$ cat src/rtl/vote_pkg.sv
// Shared definitions for the multi-candidate voting controller:
// FSM state encoding, a constant clog2 and a one-hot test helper.
package vote_pkg;

   localparam logic [1:0] IDLE     = 2'd0;
   localparam logic [1:0] CONFIRM  = 2'd1;
   localparam logic [1:0] COMMIT   = 2'd2;
   localparam logic [1:0] WAIT_REL = 2'd3;

   // Widest button vector the one-hot helper accepts (NUM_CAND <= 16).
   localparam int unsigned ONEHOT_W = 16;

   // Ceiling log2, usable in parameter and port width expressions.
   function automatic int unsigned clog2(input int unsigned n);
      int unsigned r;
      r = 0;
      while ((32'd1 << r) < n) r++;
      return r;
   endfunction

   // True when exactly one bit of v is set.
   function automatic logic is_onehot(input logic [ONEHOT_W-1:0] v);
      return (v != '0) && ((v & (v - ONEHOT_W'(1))) == '0);
   endfunction

endpackage

$ cat src/rtl/vote_leader_scan.sv
// Registered leader scan over all candidate tallies.
// Ports:
//   clk, reset    clock and synchronous active-high reset
//   tallies       flattened NUM_CAND*CNT_W tally bus, candidate i at [i*CNT_W +: CNT_W]
//   leader_idx    lowest index holding the maximum tally
//   leader_valid  maximum tally is nonzero
//   leader_tie    two or more candidates share a nonzero maximum
module vote_leader_scan
   import vote_pkg::*;
#(
   parameter int unsigned NUM_CAND = 4,
   parameter int unsigned CNT_W    = 10,
   parameter int unsigned IDX_W    = clog2(NUM_CAND)
) (
   input  logic                      clk,
   input  logic                      reset,
   input  logic [NUM_CAND*CNT_W-1:0] tallies,
   output logic [IDX_W-1:0]          leader_idx,
   output logic                      leader_valid,
   output logic                      leader_tie
);

   logic [CNT_W-1:0] max_c;
   logic [CNT_W-1:0] cur_c;
   logic [IDX_W-1:0] idx_c;
   logic             tie_c;

   // Strict '>' keeps the lowest index on equal tallies; a later equal
   // nonzero value only flags the tie.
   always_comb begin
      max_c = '0;
      cur_c = '0;
      idx_c = '0;
      tie_c = 1'b0;
      for (int i = 0; i < NUM_CAND; i++) begin
         cur_c = tallies[i*CNT_W +: CNT_W];
         if (cur_c > max_c) begin
            max_c = cur_c;
            idx_c = IDX_W'(i);
            tie_c = 1'b0;
         end else if ((cur_c == max_c) && (cur_c != '0)) begin
            tie_c = 1'b1;
         end
      end
   end

   always_ff @(posedge clk) begin
      if (reset) begin
         leader_idx   <= '0;
         leader_valid <= 1'b0;
         leader_tie   <= 1'b0;
      end else begin
         leader_idx   <= idx_c;
         leader_valid <= (max_c != '0);
         leader_tie   <= tie_c;
      end
   end

endmodule

$ cat src/rtl/vote_ctrl_multi.sv
// Multi-candidate voting controller: one-hot press -> timed confirmation ->
// saturating per-candidate tally commit, with cancel, poll gate, re-press
// lockout, multi-press rejection, running total, leader/tie and readout.
// Ports:
//   clk, reset    clock and synchronous active-high reset
//   poll_open     votes accepted only while high
//   vote_btn      one level bit per candidate (debounced)
//   cancel        aborts a pending vote while confirming
//   rd_idx        candidate selected for readout
//   conf          one-hot confirmation lamp for the pending candidate
//   busy          high while confirming, committing or awaiting release
//   vote_err      one-cycle pulse on a multi-button press
//   rd_count      registered tally of rd_idx (0 for out-of-range index)
//   total         sum of all committed votes
//   leader_*      leader index, nonzero-max flag, tie flag
//   sat           sticky; a commit found its tally already at max
module vote_ctrl_multi
   import vote_pkg::*;
#(
   parameter int unsigned NUM_CAND     = 4,
   parameter int unsigned CNT_W        = 10,
   parameter int unsigned CONFIRM_TIME = 50_000_000,
   parameter int unsigned TMR_W        = 32
) (
   input  logic                             clk,
   input  logic                             reset,
   input  logic                             poll_open,
   input  logic [NUM_CAND-1:0]              vote_btn,
   input  logic                             cancel,
   input  logic [clog2(NUM_CAND)-1:0]       rd_idx,
   output logic [NUM_CAND-1:0]              conf,
   output logic                             busy,
   output logic                             vote_err,
   output logic [CNT_W-1:0]                 rd_count,
   output logic [CNT_W+clog2(NUM_CAND)-1:0] total,
   output logic [clog2(NUM_CAND)-1:0]       leader_idx,
   output logic                             leader_valid,
   output logic                             leader_tie,
   output logic                             sat
);

   localparam int unsigned IDX_W = clog2(NUM_CAND);
   localparam int unsigned TOT_W = CNT_W + IDX_W;

   logic [1:0]       state, state_n;
   logic [IDX_W-1:0] idx, idx_n, btn_idx;
   logic [TMR_W-1:0] timer, timer_n;
   logic [NUM_CAND-1:0] conf_n;
   logic             busy_n;
   logic             vote_err_n;

   logic [CNT_W-1:0] tally [NUM_CAND];
   logic [CNT_W-1:0] sel_tally;
   logic [CNT_W-1:0] rd_sel;
   logic             at_max;
   logic [NUM_CAND*CNT_W-1:0] tally_flat;

   // Index of the pressed button (meaningful only when one-hot).
   always_comb begin
      btn_idx = '0;
      for (int i = 0; i < NUM_CAND; i++) begin
         if (vote_btn[i]) btn_idx = IDX_W'(i);
      end
   end

   // Next-state and registered-output decode.
   always_comb begin
      state_n    = state;
      idx_n      = idx;
      timer_n    = timer;
      vote_err_n = 1'b0;
      conf_n     = '0;
      case (state)
         IDLE: begin
            if (poll_open && (vote_btn != '0)) begin
               if (is_onehot(ONEHOT_W'(vote_btn))) begin
                  idx_n   = btn_idx;
                  timer_n = '0;
                  state_n = CONFIRM;
               end else begin
                  vote_err_n = 1'b1;
                  state_n    = WAIT_REL;
               end
            end
         end
         CONFIRM: begin
            // Abort wins over the final confirmation cycle.
            if (cancel || !poll_open) begin
               state_n = WAIT_REL;
            end else if (timer == TMR_W'(CONFIRM_TIME - 1)) begin
               state_n = COMMIT;
            end else begin
               timer_n = timer + TMR_W'(1);
            end
         end
         COMMIT:   state_n = WAIT_REL;
         WAIT_REL: begin
            if (vote_btn == '0) state_n = IDLE;
         end
         default:  state_n = IDLE;
      endcase
      for (int i = 0; i < NUM_CAND; i++) begin
         conf_n[i] = (state_n == CONFIRM) && (idx_n == IDX_W'(i));
      end
      busy_n = (state_n != IDLE);
   end

   always_ff @(posedge clk) begin
      if (reset) begin
         state    <= IDLE;
         idx      <= '0;
         timer    <= '0;
         conf     <= '0;
         busy     <= 1'b0;
         vote_err <= 1'b0;
      end else begin
         state    <= state_n;
         idx      <= idx_n;
         timer    <= timer_n;
         conf     <= conf_n;
         busy     <= busy_n;
         vote_err <= vote_err_n;
      end
   end

   // Tally of the pending candidate and of the readout index; an index
   // beyond NUM_CAND matches nothing and reads 0.
   always_comb begin
      sel_tally = '0;
      rd_sel    = '0;
      for (int i = 0; i < NUM_CAND; i++) begin
         if (idx == IDX_W'(i))    sel_tally = tally[i];
         if (rd_idx == IDX_W'(i)) rd_sel    = tally[i];
      end
      at_max = (sel_tally == '1);
   end

   // Commit: saturating increment, total follows only real increments.
   always_ff @(posedge clk) begin
      if (reset) begin
         for (int i = 0; i < NUM_CAND; i++) tally[i] <= '0;
         total <= '0;
         sat   <= 1'b0;
      end else if (state == COMMIT) begin
         if (at_max) begin
            sat <= 1'b1;
         end else begin
            for (int i = 0; i < NUM_CAND; i++) begin
               if (idx == IDX_W'(i)) tally[i] <= tally[i] + CNT_W'(1);
            end
            total <= total + TOT_W'(1);
         end
      end
   end

   always_ff @(posedge clk) begin
      if (reset) rd_count <= '0;
      else       rd_count <= rd_sel;
   end

   always_comb begin
      tally_flat = '0;
      for (int i = 0; i < NUM_CAND; i++) tally_flat[i*CNT_W +: CNT_W] = tally[i];
   end

   vote_leader_scan #(
      .NUM_CAND (NUM_CAND),
      .CNT_W    (CNT_W),
      .IDX_W    (IDX_W)
   ) u_leader (
      .clk          (clk),
      .reset        (reset),
      .tallies      (tally_flat),
      .leader_idx   (leader_idx),
      .leader_valid (leader_valid),
      .leader_tie   (leader_tie)
   );

endmodule

$ cat config.mk
export PLATFORM = sky130hd
export DESIGN_NAME = vote_ctrl_multi
export DESIGN_NICKNAME = d
export VERILOG_FILES = /design/src/rtl/vote_pkg.sv /design/src/rtl/vote_leader_scan.sv /design/src/rtl/vote_ctrl_multi.sv
export SDC_FILE = /design/constraint.sdc
export NUM_CORES = 1
export LEC_CHECK = 0
export ABC_AREA = 0
export BUFFER_PORTS_ARGS = -buffer_cell sky130_fd_sc_hd__buf_2
export CELL_PAD_IN_SITES_DETAIL_PLACEMENT = 0
export CELL_PAD_IN_SITES_GLOBAL_PLACEMENT = 1
export CORE_MARGIN = 2
export CORE_UTILIZATION = 23
export DETAILED_ROUTE_END_ITERATION = 6
export HOLD_SLACK_MARGIN = 0.08
export PLACE_DENSITY = 0.52
export SLEW_MARGIN = 40
export SYNTH_ARGS = -nofsm -noshare
export SYNTH_HDL_FRONTEND = slang
export SYNTH_SLANG_ARGS = --single-unit
$ cat constraint.sdc
create_clock -name clk -period 6.8 [get_ports clk]
set_input_delay 0.34 -clock clk [delete_from_list [all_inputs] [get_ports clk]]
set_output_delay 0.34 -clock clk [all_outputs]
set_load 0.03 [all_outputs]
# Yosys cells after proc, flatten, opt, wreduce, memory -nomap -nowiden
# Memories as Yosys holds them, arrays and structs flattened.
# Index checks and enable logic that the tools add are counted.
[totals]
register_bits = 69
latchBits = 0
mem_bits_rw = 40
rom_bits = 0
in_bits = 10
out_inout_bits = 33
word_cells = 152
n_memories = 1
[op_classes]
add_sub_neg = 7
n_mul = 0
div = 0
n_lt_le_gt_ge = 4
eq_ne = 22
n_shift = 0
muxes = 66
n_bitwise = 8
reduce_logical = 32
[mem_list]
columns = ["name", "depth", "word_bits", "rd", "rd_clocked_by_memory_dff", "wr", "line_no", "source"]
rows = [
  ["tally", 4, 10, 4, 0, 4, "vote_ctrl_multi.sv:52", "logic [CNT_W-1:0] tally [NUM_CAND];"],
]
[ops]
columns = ["operator", "count"]
rows = [
  ["10-bit two-way mux", 16],
  ["32-bit two-way mux", 4],
  ["32-bit one-hot mux with 2 select lines", 1],
  ["10-bit nonzero test", 5],
  ["10-bit by 1-bit adder with 10-bit output (second input constant)", 4],
  ["32-bit by 1-bit adder with 32-bit output (second input constant)", 1],
  ["32-bit by 26-bit == test with 1-bit output (second input constant)", 1],
  ["1-bit two-way mux", 32],
  ["10-bit == test", 3],
  ["10-bit > comparator", 3],
  ["2-bit two-way mux", 12],
  ["4-bit by 16-bit bitwise AND with 16-bit output", 1],
  ["2-bit == test (second input constant)", 8],
  ["16-bit zero test", 1],
  ["12-bit by 1-bit adder with 12-bit output (second input constant)", 1],
  ["10-bit == test (second input constant)", 1],
  ["2-bit by 1-bit == test with 1-bit output (second input constant)", 5],
  ["10-bit by 1-bit > comparator with 1-bit output (second input constant)", 1],
  ["1-bit logical AND", 10],
  ["10-bit zero test", 1],
  ["2-bit zero test", 4],
  ["2-bit != test (second input constant)", 4],
  ["2-bit one-hot mux with 4 select lines", 1],
  ["5-bit AND reduction", 1],
  ["11 further kinds", 18],
]

# Logic depth before layout (Yosys ltp)
[depth]
word_depth = 11
ltp_mapped = 29
depth_no_buf = 27

# Hierarchy
# Synthesis repeated with hierarchy kept, for this count alone.
[unflattened]
cells_unflattened = 752
area_unflattened_um2 = 6860.3
[modules_own_cells]
columns = ["mod", "instances", "cells_each", "area_each_um2", "seq_area_each_um2"]
rows = [
  ["vote_ctrl_multi", 1, 552, 5380.2, 2502.4],
  ["vote_leader_scan", 1, 200, 1480.2, 80.1],
]

# Worst setup path before layout
# No wires, ideal clock.
[synth_path]
path_type = "flip-flop to flip-flop"
from = "memory tally[0][0]"
to = "register u_leader.leader_valid"
setup_time_ns = 0.132
t_arrival_ns = 4.803
required_time_ns = 6.668
setup_slack_ns = 1.865
stages_incl_launch_ff = 30
path_buffers = 2
synth_period_minus_slack_ns = 4.935
path_cell_list = "edfxtp_1 -> inv_1 -> ha_1 -> nand4_1 -> and2_1 -> inv_1 -> ha_1 -> nor2b_1 -> o21bai_1 -> a31o_2 -> a21oi_1 -> buf_4 -> mux2i_1 -> ha_1 -> a21oi_1 -> nor2b_1 -> o21ai_0 -> a31oi_1 -> inv_1 -> buf_2 -> mux2_2 -> ha_1 -> nor2b_1 -> o21a_1 -> o21ai_0 -> a21oi_1 -> o311ai_0 -> a31o_2 -> o41ai_1 -> a31oi_1"
[synth_lines]
columns = ["element", "line_no", "source"]
rows = [
  ["start, declared", "vote_ctrl_multi.sv:52", ""],
  ["end signal, assigned", "vote_leader_scan.sv:54", "leader_valid <= (max_c != '0);"],
  ["end, declared", "vote_leader_scan.sv:19", "output logic leader_valid,"],
]

==> flow_summary.json <==
{
  "finalCritPeriodShare": 0.8481,
  "ios": 43,
  "path_clk_slew_ns": 0.09,
  "irDropWorstVdd_mv": 0.09723,
  "die_x_microns": 170.9,
  "antenna_cells": 0,
  "arrival_ns": 6.01,
  "clkPwrFrac": 0.373,
  "post_cts_buffers": 0,
  "netlist_instances": 696,
  "hold_viol": 0,
  "ys_seq_area_frac": 0.4030,
  "routed_wl_microns": 17010,
  "cts_buffers": 9,
  "synth_area_leader_cell": "dfxtp_1",
  "post_cts_resized": 0,
  "async_flop_share": 0,
  "die_height_microns": 170.9,
  "cp_max_fo": 12,
  "rsz0062_at_grt": "no",
  "routed_via_density": 4.473,
  "multi_input_area_sq_mm": 0.003530,
  "synth_nets": 746,
  "grt_max_degree": 31,
  "areaGrowthSynthToFinish_pct": 14.86,
  "grtUsageMet1": 0.1753,
  "io_buffers": 42,
  "ant_nets": 0,
  "grt_util_all_layers": 0.1234,
  "clock_latency_ns": 0.37,
  "critPathKind": "reg -> reg",
  "hold_path.class": "in -> reg",
  "hold_ws_ns": 0.2241,
  "yosys_most_used_dff": "dfxtp_1",
  "ys_warn_count": 0,
  "place_hpwl_microns": 12620,
  "powerDensity_mw_per_mm2": 209.8,
  "grt_pass1_wl_microns": 27630,
  "power_switching_uw": 465.0,
  "synth_area_sq_mm": 0.006407,
  "start_util": 0.2319,
  "dieArea_sq_mm": 0.02921,
  "wl_per_cell_microns": 15.24,
  "required_ns": 7.04,
  "p_total_uw": 1544,
  "cap_violations": 0,
  "core_region_area_sq_mm": 0.02763,
  "rows": 61,
  "drcViolationCount": 0,
  "clock_path_buffers": 2,
  "ys_top_cells_by_count": "nor2_1, dfxtp_1, inv_1, nand2_1",
  "cp-end-kind": "flip-flop",
  "finalSetupViolCount": 0,
  "cts.sink_count": 109,
  "pwr-share-seq": 0.475,
  "ys_ff_latch": 109,
  "grt_overflow_total": 0,
  "clock.fmax_ghz": 0.1734,
  "met2_usage": 0.1878,
  "cts_tree": "built",
  "cts-root-buf": "clkbuf_16",
  "antenna_found_initial": 0,
  "avgSynthCellArea_sq_um": 9.206,
  "nNetsFinal": 783,
  "busiest_layer": "met2",
  "setup_tns_ns": 0,
  "outcome": "finished clean",
  "worst_slew_pin_slew_ns": 0.7348,
  "intPower_uw": 1079,
  "num_vias": 4992,
  "grt_use_met3": 0.02452,
  "seq_area_sq_mm": 0.002582,
  "gp_congestion": 0.8094,
  "synth_edf_count": 40,
  "drive_above_1_share": 0.1220,
  "drt_iter0_drc": 267,
  "fin_skew_ns": 0.01644,
  "slew_headroom": 0.5095,
  "firstDrtPassIters": 4,
  "slew_violations": 0,
  "synth_most_common_cell": "nor2_1",
  "ctsHtreeMaxLevel": 3,
  "synth.top_cell.area_share": 0.2156,
  "fillers": 3025,
  "p_sw_frac": 0.3011,
  "grt_pass1_vias": 4904,
  "pwr-share-comb": 0.152,
  "ys_types": 54,
  "period_minus_slack_ns": 5.767,
  "synth_area_leaders": "dfxtp_1, edfxtp_1, ha_1, nor2_1, xor2_1",
  "holdBufCountCts": 0,
  "p_leak_uw": 0.002716,
  "start_kind": "flip-flop"
}
[placed cells by master, fill, tap and decap left out, drive strengths merged, types with 18 or more instances in the layout]
cell,instances
nor2,103
xor2,39
mux2i,18
buf,48
edfxtp,40
ha,40
nand3,33
inv,57
dfxtp,69
xnor2,31
nand2,44
nand4,25
a21oi,22
[flip-flops by register name, summed over array words and instances, names as in the netlist]
name                   flops
state                      2
u_leader.leader_tie        1
sat                        1
rd_count                  10
busy                       1
u_leader.leader_idx        2
timer                     32
idx                        2
total                     12
conf                       4
vote_err                   1
u_leader.leader_valid      1
tally                     40
[metrics by stage]
stage          std cells  setup WS (ns)    util  area, sq um
2_1_floorplan        696          1.865       -         6407
3_3_place_gp        1100          1.157  0.2548         7039
3_5_place_dp        1100          1.109  0.2548         7039
4_1_cts             1116          1.071  0.2664         7360
5_1_grt             1116         0.5305  0.2664         7360
6_report            1116          1.033  0.2664         7360
[power by group through the flow]
stage / Sequential [uW] / Combinational [uW] / Clock (uW)
floorplan: 750 / 162 / 0
global placement: 749 / 239 / 0
detailed placement: 748 / 235 / 0
CTS: 734 / 237 / 598
global route: 738 / 264 / 626
finish: 733 / 235 / 576
[critical path, cell delays in order, from the launching register on]
cell and delay (ns):
edfxtp_1 0.50, nor4_1 0.36, nand4_1 0.15, and2_1 0.19
inv_1 0.05, ha_1 0.12, nor2b_1 0.13, o21bai_1 0.07
a31o_2 0.20, a21oi_1 0.14, buf_4 0.23, mux2i_1 0.26
ha_1 0.28, a21oi_1 0.15, nor2b_1 0.05, o21ai_0 0.18
a31oi_1 0.14, inv_1 0.41, mux2_2 0.41, ha_1 0.28
nor2b_1 0.13, o21a_1 0.15, o21ai_0 0.15, a21oi_1 0.09
o311ai_0 0.29, a31o_2 0.27, and3b_1 0.16, a31oi_1 0.07
[logic make-up (layout without fill, tap and decap cells)]
kind of cell / Yosys count / after routing / synth area share
muxes: 32 / 32 / 0.07030
DFF: 109 / 109 / 0.4030
buffers and inverters: 75 / 117 / 0.04608
adders and majority gates: 41 / 41 / 0.07967
AOI/OAI and AO/OA: 63 / 63 / 0.06034
xor gates and xnor gates: 70 / 70 / 0.09568
and+or+nand+nor: 306 / 306 / 0.2449
[metal layers]
layer | wire (microns) | share of wire | vias to the layer above
met5 | 0 | 0 | -
met2 | 7436 | 0.44 | 88
li1 | - | - | 2497
met1 | 8619 | 0.51 | 2390
met3 | 613 | 0.036 | 17
met4 | 337 | 0.020 | 0
[layout make-up]
| cell class | instances | area share |
|---|---|---|
| clock buffer | 10 | 0.03400 |
| clock inverter | 6 | 0.009521 |
| inverter | 53 | 0.02703 |
| multi-input combinational | 512 | 0.4796 |
| sequential | 109 | 0.3509 |
| tap | 378 | 0.06426 |
| timing repair buffer | 48 | 0.03468 |
[final timing paths]
| kind | start | endpoint | slack (ns) | depth (start not counted) |
|---|---|---|---|---|
| setup reg to reg | tally[0][6] | u_leader.leader_valid | 1.03 | 27 |
| setup / recovery | tally[0][6] | u_leader.leader_valid | 1.03 | 27 |
| hold reg to reg | timer[28] | timer[28] | 0.50 | 2 |
| hold / removal | poll_open | state[0] | 0.22 | 2 |
No activity file was read; power rests on OpenSTA's default activity.
